===== src/rtl/hex_disp_pkg.sv =====
// Shared constants for the multiplexed hex display scanner: segment codes,
// the dark-segment pattern and a sizing helper.
package hex_disp_pkg;

   // Common-cathode {dp,g,f,e,d,c,b,a} codes for hex digits 0..F (dp clear).
   localparam logic [15:0][7:0] SEG_LUT = {
      8'h71, 8'h79, 8'h5e, 8'h39, 8'h7c, 8'h77, 8'h6f, 8'h7f,
      8'h07, 8'h7d, 8'h6d, 8'h66, 8'h4f, 8'h5b, 8'h06, 8'h3f
   };

   localparam logic [7:0] SEG_OFF = 8'h00;

   // Per-digit attributes carried from the scan stage to the output stage.
   typedef struct packed {
      logic [3:0] nib;
      logic       dp;
      logic       blank;
      logic       on;
   } slot_t;

   function automatic int clog2(input int n);
      int r;
      r = 0;
      while ((1 << r) < n) r++;
      return r;
   endfunction

endpackage


===== src/rtl/hex_scan_disp_if.sv =====
// Display-data bus between producers and the hex scanner, plus the pin-side
// Sel/Seg outputs and the frame reload strobe.
interface hex_scan_disp_if #(
   parameter int DIGITS = 8
);
   logic [4*DIGITS-1:0] Disp_data;
   logic [DIGITS-1:0]   Dp;
   logic [DIGITS-1:0]   Blank_mask;
   logic                Lz_en;
   logic [3:0]          Bright;
   logic [DIGITS-1:0]   Sel;
   logic [7:0]          Seg;
   logic                Frame_start;

   modport master (
      output Disp_data, Dp, Blank_mask, Lz_en, Bright,
      input  Sel, Seg, Frame_start
   );

   modport slave (
      input  Disp_data, Dp, Blank_mask, Lz_en, Bright,
      output Sel, Seg, Frame_start
   );
endinterface


===== src/rtl/hex_scan_disp_seg7_decode.sv =====
// Hex nibble to active-high 7-segment pattern; blank darkens a..g only,
// the decimal point always follows dp.
module seg7_decode
   import hex_disp_pkg::*;
(
   input  logic [3:0] nibble,
   input  logic       dp,
   input  logic       blank,
   output logic [7:0] seg
);
   // NOTE: every always_comb output gets a default first so no path can infer a latch.
   always_comb begin
      seg = SEG_OFF;
      if (!blank) seg = SEG_LUT[nibble];
      seg[7] = dp;
   end
endmodule


===== src/rtl/hex_scan_disp.sv =====
// Multiplexed hex display scanner: slot divider, per-frame input shadow,
// leading-zero blanking, PWM brightness and a two-stage Sel/Seg pipeline.
module hex_scan_disp
   import hex_disp_pkg::*;
#(
   parameter int DIGITS      = 8,
   parameter int SCAN_DIV    = 50000,
   parameter bit SEL_ACT_LOW = 1'b0,
   parameter bit SEG_ACT_LOW = 1'b0
) (
   input  logic            Clk,
   input  logic            Reset_n,
   hex_scan_disp_if.slave  bus
);
   localparam int DIV_W = (clog2(SCAN_DIV) > 0) ? clog2(SCAN_DIV) : 1;
   localparam int IDX_W = (DIGITS > 1) ? clog2(DIGITS) : 1;
   localparam int STEP  = SCAN_DIV / 16;
   localparam logic [DIGITS-1:0] SEL_INV = SEL_ACT_LOW ? '1 : '0;
   localparam logic [7:0]        SEG_INV = SEG_ACT_LOW ? 8'hff : 8'h00;

   logic [DIV_W-1:0]    div_cnt;
   logic [IDX_W-1:0]    idx;
   logic                frame_ld;
   logic                tick;
   logic                idx_last;

   logic [4*DIGITS-1:0] data_sh, data_v;
   logic [DIGITS-1:0]   dp_sh, dp_v;
   logic [DIGITS-1:0]   bm_sh, bm_v;
   logic                lz_en_sh, lz_en_v;
   logic [3:0]          bright_sh, bright_v;

   logic [DIGITS-1:0]   lz_mask;
   logic [IDX_W-1:0]    pos;
   logic [DIV_W:0]      on_cnt;
   slot_t               slot_d, s1;
   logic [IDX_W-1:0]    s1_idx;
   logic [7:0]          seg_int;
   logic [DIGITS-1:0]   sel_int;
   logic [DIGITS-1:0]   sel_q;
   logic [7:0]          seg_q;

   assign tick     = (div_cnt == DIV_W'(SCAN_DIV - 1));
   assign idx_last = (idx == IDX_W'(DIGITS - 1));

   // frame_ld comes out of reset set so the first cycle loads a fresh snapshot.
   always_ff @(posedge Clk or negedge Reset_n) begin
      if (!Reset_n) begin
         div_cnt  <= '0;
         idx      <= '0;
         frame_ld <= 1'b1;
      end else begin
         frame_ld <= tick && idx_last;
         if (tick) begin
            div_cnt <= '0;
            idx     <= idx_last ? '0 : idx + IDX_W'(1);
         end else begin
            div_cnt <= div_cnt + DIV_W'(1);
         end
      end
   end

   always_ff @(posedge Clk or negedge Reset_n) begin
      if (!Reset_n) begin
         data_sh   <= '0;
         dp_sh     <= '0;
         bm_sh     <= '0;
         lz_en_sh  <= 1'b0;
         bright_sh <= '0;
      end else if (frame_ld) begin
         data_sh   <= bus.Disp_data;
         dp_sh     <= bus.Dp;
         bm_sh     <= bus.Blank_mask;
         lz_en_sh  <= bus.Lz_en;
         bright_sh <= bus.Bright;
      end
   end

   // During the reload cycle the scan stage sees the incoming snapshot, so the
   // first digit of a frame never mixes old and new data.
   assign data_v   = frame_ld ? bus.Disp_data  : data_sh;
   assign dp_v     = frame_ld ? bus.Dp         : dp_sh;
   assign bm_v     = frame_ld ? bus.Blank_mask : bm_sh;
   assign lz_en_v  = frame_ld ? bus.Lz_en      : lz_en_sh;
   assign bright_v = frame_ld ? bus.Bright     : bright_sh;

   // NOTE: blocking '=' inside always_comb builds the MSB-down zero chain in order.
   always_comb begin
      logic run;
      lz_mask = '0;
      run     = lz_en_v;
      for (int i = DIGITS - 1; i >= 1; i--) begin
         run        = run && (data_v[4*i +: 4] == 4'h0);
         lz_mask[i] = run;
      end
   end

   assign pos    = IDX_W'(DIGITS - 1) - idx;
   assign on_cnt = (DIV_W + 1)'((32'(bright_v) + 32'd1) * 32'(STEP));

   always_comb begin
      slot_d       = '0;
      slot_d.nib   = data_v[4*pos +: 4];
      slot_d.dp    = dp_v[pos] & ~bm_v[pos];
      slot_d.blank = bm_v[pos] | lz_mask[pos];
      slot_d.on    = ({1'b0, div_cnt} < on_cnt);
   end

   always_ff @(posedge Clk or negedge Reset_n) begin
      if (!Reset_n) begin
         s1     <= '0;
         s1_idx <= '0;
      end else begin
         s1     <= slot_d;
         s1_idx <= idx;
      end
   end

   seg7_decode u_dec (
      .nibble (s1.nib),
      .dp     (s1.dp),
      .blank  (s1.blank),
      .seg    (seg_int)
   );

   assign sel_int = s1.on ? (DIGITS'(1) << s1_idx) : '0;

   // Sel and Seg share one register stage so the pins never see them skewed.
   always_ff @(posedge Clk or negedge Reset_n) begin
      if (!Reset_n) begin
         sel_q <= SEL_INV;
         seg_q <= SEG_OFF ^ SEG_INV;
      end else begin
         sel_q <= sel_int ^ SEL_INV;
         seg_q <= seg_int ^ SEG_INV;
      end
   end

   assign bus.Sel         = sel_q;
   assign bus.Seg         = seg_q;
   assign bus.Frame_start = frame_ld & Reset_n;
endmodule


===== src/flat_wrapper.sv =====
// flat-port wrapper written by rule: the top's interface ports become plain ports
module hex_scan_disp_flat import hex_disp_pkg::*;
#(
   parameter int DIGITS      = 8,
   parameter int SCAN_DIV    = 50000,
   parameter bit SEL_ACT_LOW = 1'b0,
   parameter bit SEG_ACT_LOW = 1'b0
)
  (Clk, Reset_n, bus_Disp_data, bus_Dp, bus_Blank_mask, bus_Lz_en, bus_Bright, bus_Sel, bus_Seg, bus_Frame_start);
  hex_scan_disp_if #(.DIGITS(DIGITS)) bus_i ();
  input  logic Clk;
  input  logic Reset_n;
  input wire logic [$bits(bus_i.Disp_data)-1:0] bus_Disp_data;
  input wire logic [$bits(bus_i.Dp)-1:0] bus_Dp;
  input wire logic [$bits(bus_i.Blank_mask)-1:0] bus_Blank_mask;
  input wire logic [$bits(bus_i.Lz_en)-1:0] bus_Lz_en;
  input wire logic [$bits(bus_i.Bright)-1:0] bus_Bright;
  output wire logic [$bits(bus_i.Sel)-1:0] bus_Sel;
  output wire logic [$bits(bus_i.Seg)-1:0] bus_Seg;
  output wire logic [$bits(bus_i.Frame_start)-1:0] bus_Frame_start;
  assign bus_i.Disp_data = bus_Disp_data;
  assign bus_i.Dp = bus_Dp;
  assign bus_i.Blank_mask = bus_Blank_mask;
  assign bus_i.Lz_en = bus_Lz_en;
  assign bus_i.Bright = bus_Bright;
  assign bus_Sel = bus_i.Sel;
  assign bus_Seg = bus_i.Seg;
  assign bus_Frame_start = bus_i.Frame_start;
  hex_scan_disp #(.DIGITS(DIGITS), .SCAN_DIV(SCAN_DIV), .SEL_ACT_LOW(SEL_ACT_LOW), .SEG_ACT_LOW(SEG_ACT_LOW)) u_core (.Clk(Clk), .Reset_n(Reset_n), .bus(bus_i));
endmodule

===== config.mk =====
export PLATFORM = sky130hd
export DESIGN_NAME = hex_scan_disp_flat
export DESIGN_NICKNAME = d
export VERILOG_FILES = /design/src/rtl/hex_disp_pkg.sv /design/src/rtl/hex_scan_disp_if.sv /design/src/rtl/hex_scan_disp_seg7_decode.sv /design/src/rtl/hex_scan_disp.sv /design/src/flat_wrapper.sv
export SDC_FILE = /design/constraint.sdc
export NUM_CORES = 1
export LEC_CHECK = 0
export CELL_PAD_IN_SITES_DETAIL_PLACEMENT = 0
export CELL_PAD_IN_SITES_GLOBAL_PLACEMENT = 1
export CORE_ASPECT_RATIO = 0.8
export CORE_MARGIN = 3
export CORE_UTILIZATION = 25
export DETAILED_ROUTE_END_ITERATION = 8
export PLACE_DENSITY = 0.53
export SETUP_SLACK_MARGIN = 0.1
export SLEW_MARGIN = 15
export SYNTH_ARGS = -nofsm -noshare
export SYNTH_HDL_FRONTEND = slang
export SYNTH_SLANG_ARGS = --single-unit

===== constraint.sdc =====
create_clock -name Clk -period 7.3 [get_ports Clk]
set_input_delay 1.825 -clock Clk [delete_from_list [all_inputs] [get_ports Clk]]
set_output_delay 1.825 -clock Clk [all_outputs]
set_load 0.01 [all_outputs]

==> flow_metrics.py <==
metrics = {
    "yosys": {
        "ys_ff_latch": 99,
        "synth.avg_cell_area_um2": 11.1,
        "ys.flop_type": "dfrtp_1",
        "synth-compound-area-share_pct": 7.37,
        "yosysWarningCount": 0,
        "synth.largest_area_cell": "dfrtp_1",
        "syn-num-nets": 610,
        "synth_top_area_share_pct": 44.1,
        "synthTopCellsByArea": "dfrtp_1 44%, ha_1 12%, mux2_2 9.5%, nor2_1 4.5%, mux4_2 3.2%",
        "yosys.area_share.simple_pct": 12.7,
        "synth_fa_ha_area_share_pct": 12.5,
        "muxShareOfSynthArea_pct": 15.0,
        "syn_inst": 500,
        "ys_types": 54,
        "async_reset_ff_share_pct": 100,
        "syn_area_um2": 5570,
        "synth_xor_area_share_pct": 4.56,
        "synth_top_family_by_area": "multiplexers",
        "synth_edf_count": 0,
        "yosysSeqAreaShare_pct": 44.5,
    },
    "drt": {
        "wl_met1_um": 7210,
        "drc_errors": 0,
        "drt_iter0_markers": 268,
        "drt_first_pass_iters": 5,
        "vias_per_cell": 4.53,
        "wl_per_cell_um": 15.7,
        "drt-total-wl_um": 13800,
        "top_layer": "met4",
        "drtAntennaViolNets": 0,
        "route.met2.wl_um": 5840,
        "vias": 3964,
        "dr_wl_met3_um": 602,
    },
    "critical_path": {
        "path_buf_inv": 2,
        "worstPathMaxFanout": 5,
        "crit_type": "in2reg",
        "crit_path_start_kind": "primary input",
        "cpLargestDelayFamily": "adder cells",
        "timing.rr.start": "u_core.frame_ld",
        "critPathMostFrequentCell": "ha_1",
        "reg2reg_depth": 22,
        "slowest_delay_ns": 0.44,
        "r2r-end": "u_core.s1[0]",
        "reg2reg_slack_ns": 1.92,
        "cp_slowest_cell": "xnor2_1",
        "cp.arrival_ns": 6.84,
        "cp.required_ns": 7.57,
        "endpoint_kind": "register",
        "startpoint": "bus_Bright[1]",
        "crit_chain": "clkdlybuf4s50_1 > mux2i_1 > inv_1 > ha_1 > xnor2_1 > ha_1 > xor2_1 > ha_1 > a21o_1 > ha_1 > ha_1 > a21oi_1 > a21oi_1 > or3_1 > nor2_1 > xor2_1 > ha_1 > a211oi_1 > nor2_1 > nor3_1 > nor2_1 > o31a_1 > o21ai_1",
    },
    "die": {
        "initial_core_util_pct": 25.6,
        "die_w_um": 173,
        "coreArea_um2": 21700,
        "placementRows": 48,
        "die_h_um": 139,
        "num_io_pins": 72,
        "dieArea_um2": 24100,
    },
    "clock_network": {
        "clock_latency_ns": 0.35,
        "h-tree-depth": 3,
        "clock_path_buffers": 2,
        "post_cts_resize_count": 0,
        "path_clk_slew_ns": 0.08,
        "root_buffer": "clkbuf_16",
        "cts_made_buffers": 9,
        "cts_tree": "yes",
        "cts_sinks": 99,
        "cts_setup_buffers": 0,
        "ctsHoldBuffers": 0,
    },
    "timing": {
        "rsz0062_at_grt": "no",
        "clock.fmax_ghz": 0.152,
        "setup_violations": 0,
        "layout_min_cycle_time_ns": 6.57,
        "max_slew_margin_pct": 40.1,
        "holdWs_ns": 0.370,
        "finalHoldViolCount": 0,
        "post-route-period-util_pct": 90.0,
        "clock_skew_ns": 0.00991,
        "tns_ns": 0,
        "slew_violations": 0,
        "worst_pin_slew_ns": 0.894,
    },
    "placed_design": {
        "gp_congestion": 0.785,
        "dpl.hpwl_um": 10300,
        "port_buffers": 71,
    },
    "power": {
        "leakage_nw": 3.29,
        "power.density_nw_per_um2": 163,
        "vdd_ir_drop_max_mv": 0.0797,
    },
    "cells_and_area": {
        "layout.area.seq_um2": 2480,
        "mostFrequentLayoutCells": "98 x dfrtp_1, 70 x clkdlybuf4s50_1, 67 x nor2_1, 54 x ha_1, 47 x mux2_2",
        "multi_input_area_um2": 2900,
        "drive_gt1_share_pct": 14.8,
        "antennaDiodeCount": 0,
        "syn_to_final_growth_pct": 24.2,
        "final_nets": 681,
        "layout_commonest_cell": "dfrtp_1",
        "fillers": 2225,
    },
    "min_path": {
        "min_to": "u_core.bus.Seg[7]",
        "hp-class": "reg2reg",
        "hp-start": "u_core.s1[2]",
        "min_path_cells": 0,
    },
    "global_route": {
        "grt_pass1_wl_um": 22700,
        "grt_use_total_pct": 11.7,
        "grt_pass1_vias": 4027,
        "antenna_found_initial": 0,
        "overflow": 0,
        "grt_max_degree": 63,
    },
    "outcome": {
        "status": "finished clean",
    },
    "job": {
        "maxCapViolations": 0,
    },
}
## cell families (layout without fill, tap and decap cells)
kind of cell    Yosys count  in the layout
compound gates           64             64
mux                      66             66
simple gates            148            148
xor+xnor                 29             29
fa+ha+maj                55             55
flops                    99             99
buf+inv                  39            115
## report_power, final
group	switching, mW	internal [mW]
clock network	0.226	0.307
logic	0.0178	0.0259
registers	0	0.548
## synthesized netlist by cell type, drive strengths merged, types with 7 or more instances
cell type  instances
nand3              8
mux2i              8
nand2             19
a21oi             12
a211oi             7
xnor2             12
mux4               8
mux2              50
buf                9
ha                54
xor2              17
dfrtp             98
o21ai             18
nor2              67
inv               24
nor3              12
## how the worst max path moves through the flow
stage,end,cells after the start,slack (ns)
global route,u_core.s1[0],23,0.28
global placement,u_core.s1[0],23,0.60
detailed placement,u_core.s1[0],23,0.41
CTS,u_core.s1[0],23,0.74
floorplan,u_core.s1[0],22,1.07
finish,u_core.s1[0],23,0.73
## metrics by stage
| stage | instances | utilization [%] | cell area (um2) | power, mW | setup WS (ns) |
|---|---|---|---|---|---|
| 2_1_floorplan | 500 | - | 5570 | 0.560 | 1.07 |
| 3_3_place_gp | 860 | 30.3 | 6580 | 0.603 | 0.595 |
| 3_5_place_dp | 860 | 30.3 | 6580 | 0.604 | 0.405 |
| 4_1_cts | 876 | 31.8 | 6920 | 1.15 | 0.738 |
| 5_1_grt | 876 | 31.8 | 6920 | 1.17 | 0.275 |
| 6_report | 876 | 31.8 | 6920 | 1.13 | 0.731 |
## layer usage
| layer | vias up | global-route usage, % |
|---|---|---|
| li1 | 1915 | - |
| met2 | 82 | 17.1 |
| met5 | - | 0 |
| met4 | 0 | 2.30 |
| met1 | 1957 | 17.5 |
| met3 | 10 | 3.00 |
## flip-flops by register name (all words and copies together) (netlist names)
| register | count |
|---|---|
| u_core.data_sh | 32 |
| u_core.div_cnt | 16 |
| u_core.bm_sh | 8 |
| u_core.bus.Seg | 8 |
| u_core.bus.Sel | 8 |
| u_core.dp_sh | 8 |
| u_core.s1 | 7 |
| u_core.bright_sh | 4 |
| u_core.idx | 3 |
| u_core.s1_idx | 3 |
| u_core.frame_ld | 1 |
| u_core.lz_en_sh | 1 |
## area by class of cell
type	instances	area share [%]
well taps	300	5.43
clock buffers	9	3.26
flip-flops and latches	99	35.8
clock inverters	7	1.56
inverters	24	1.30
multi-input cells	362	41.9
repair buffers	75	10.7
(Power assumes the default switching activity.)
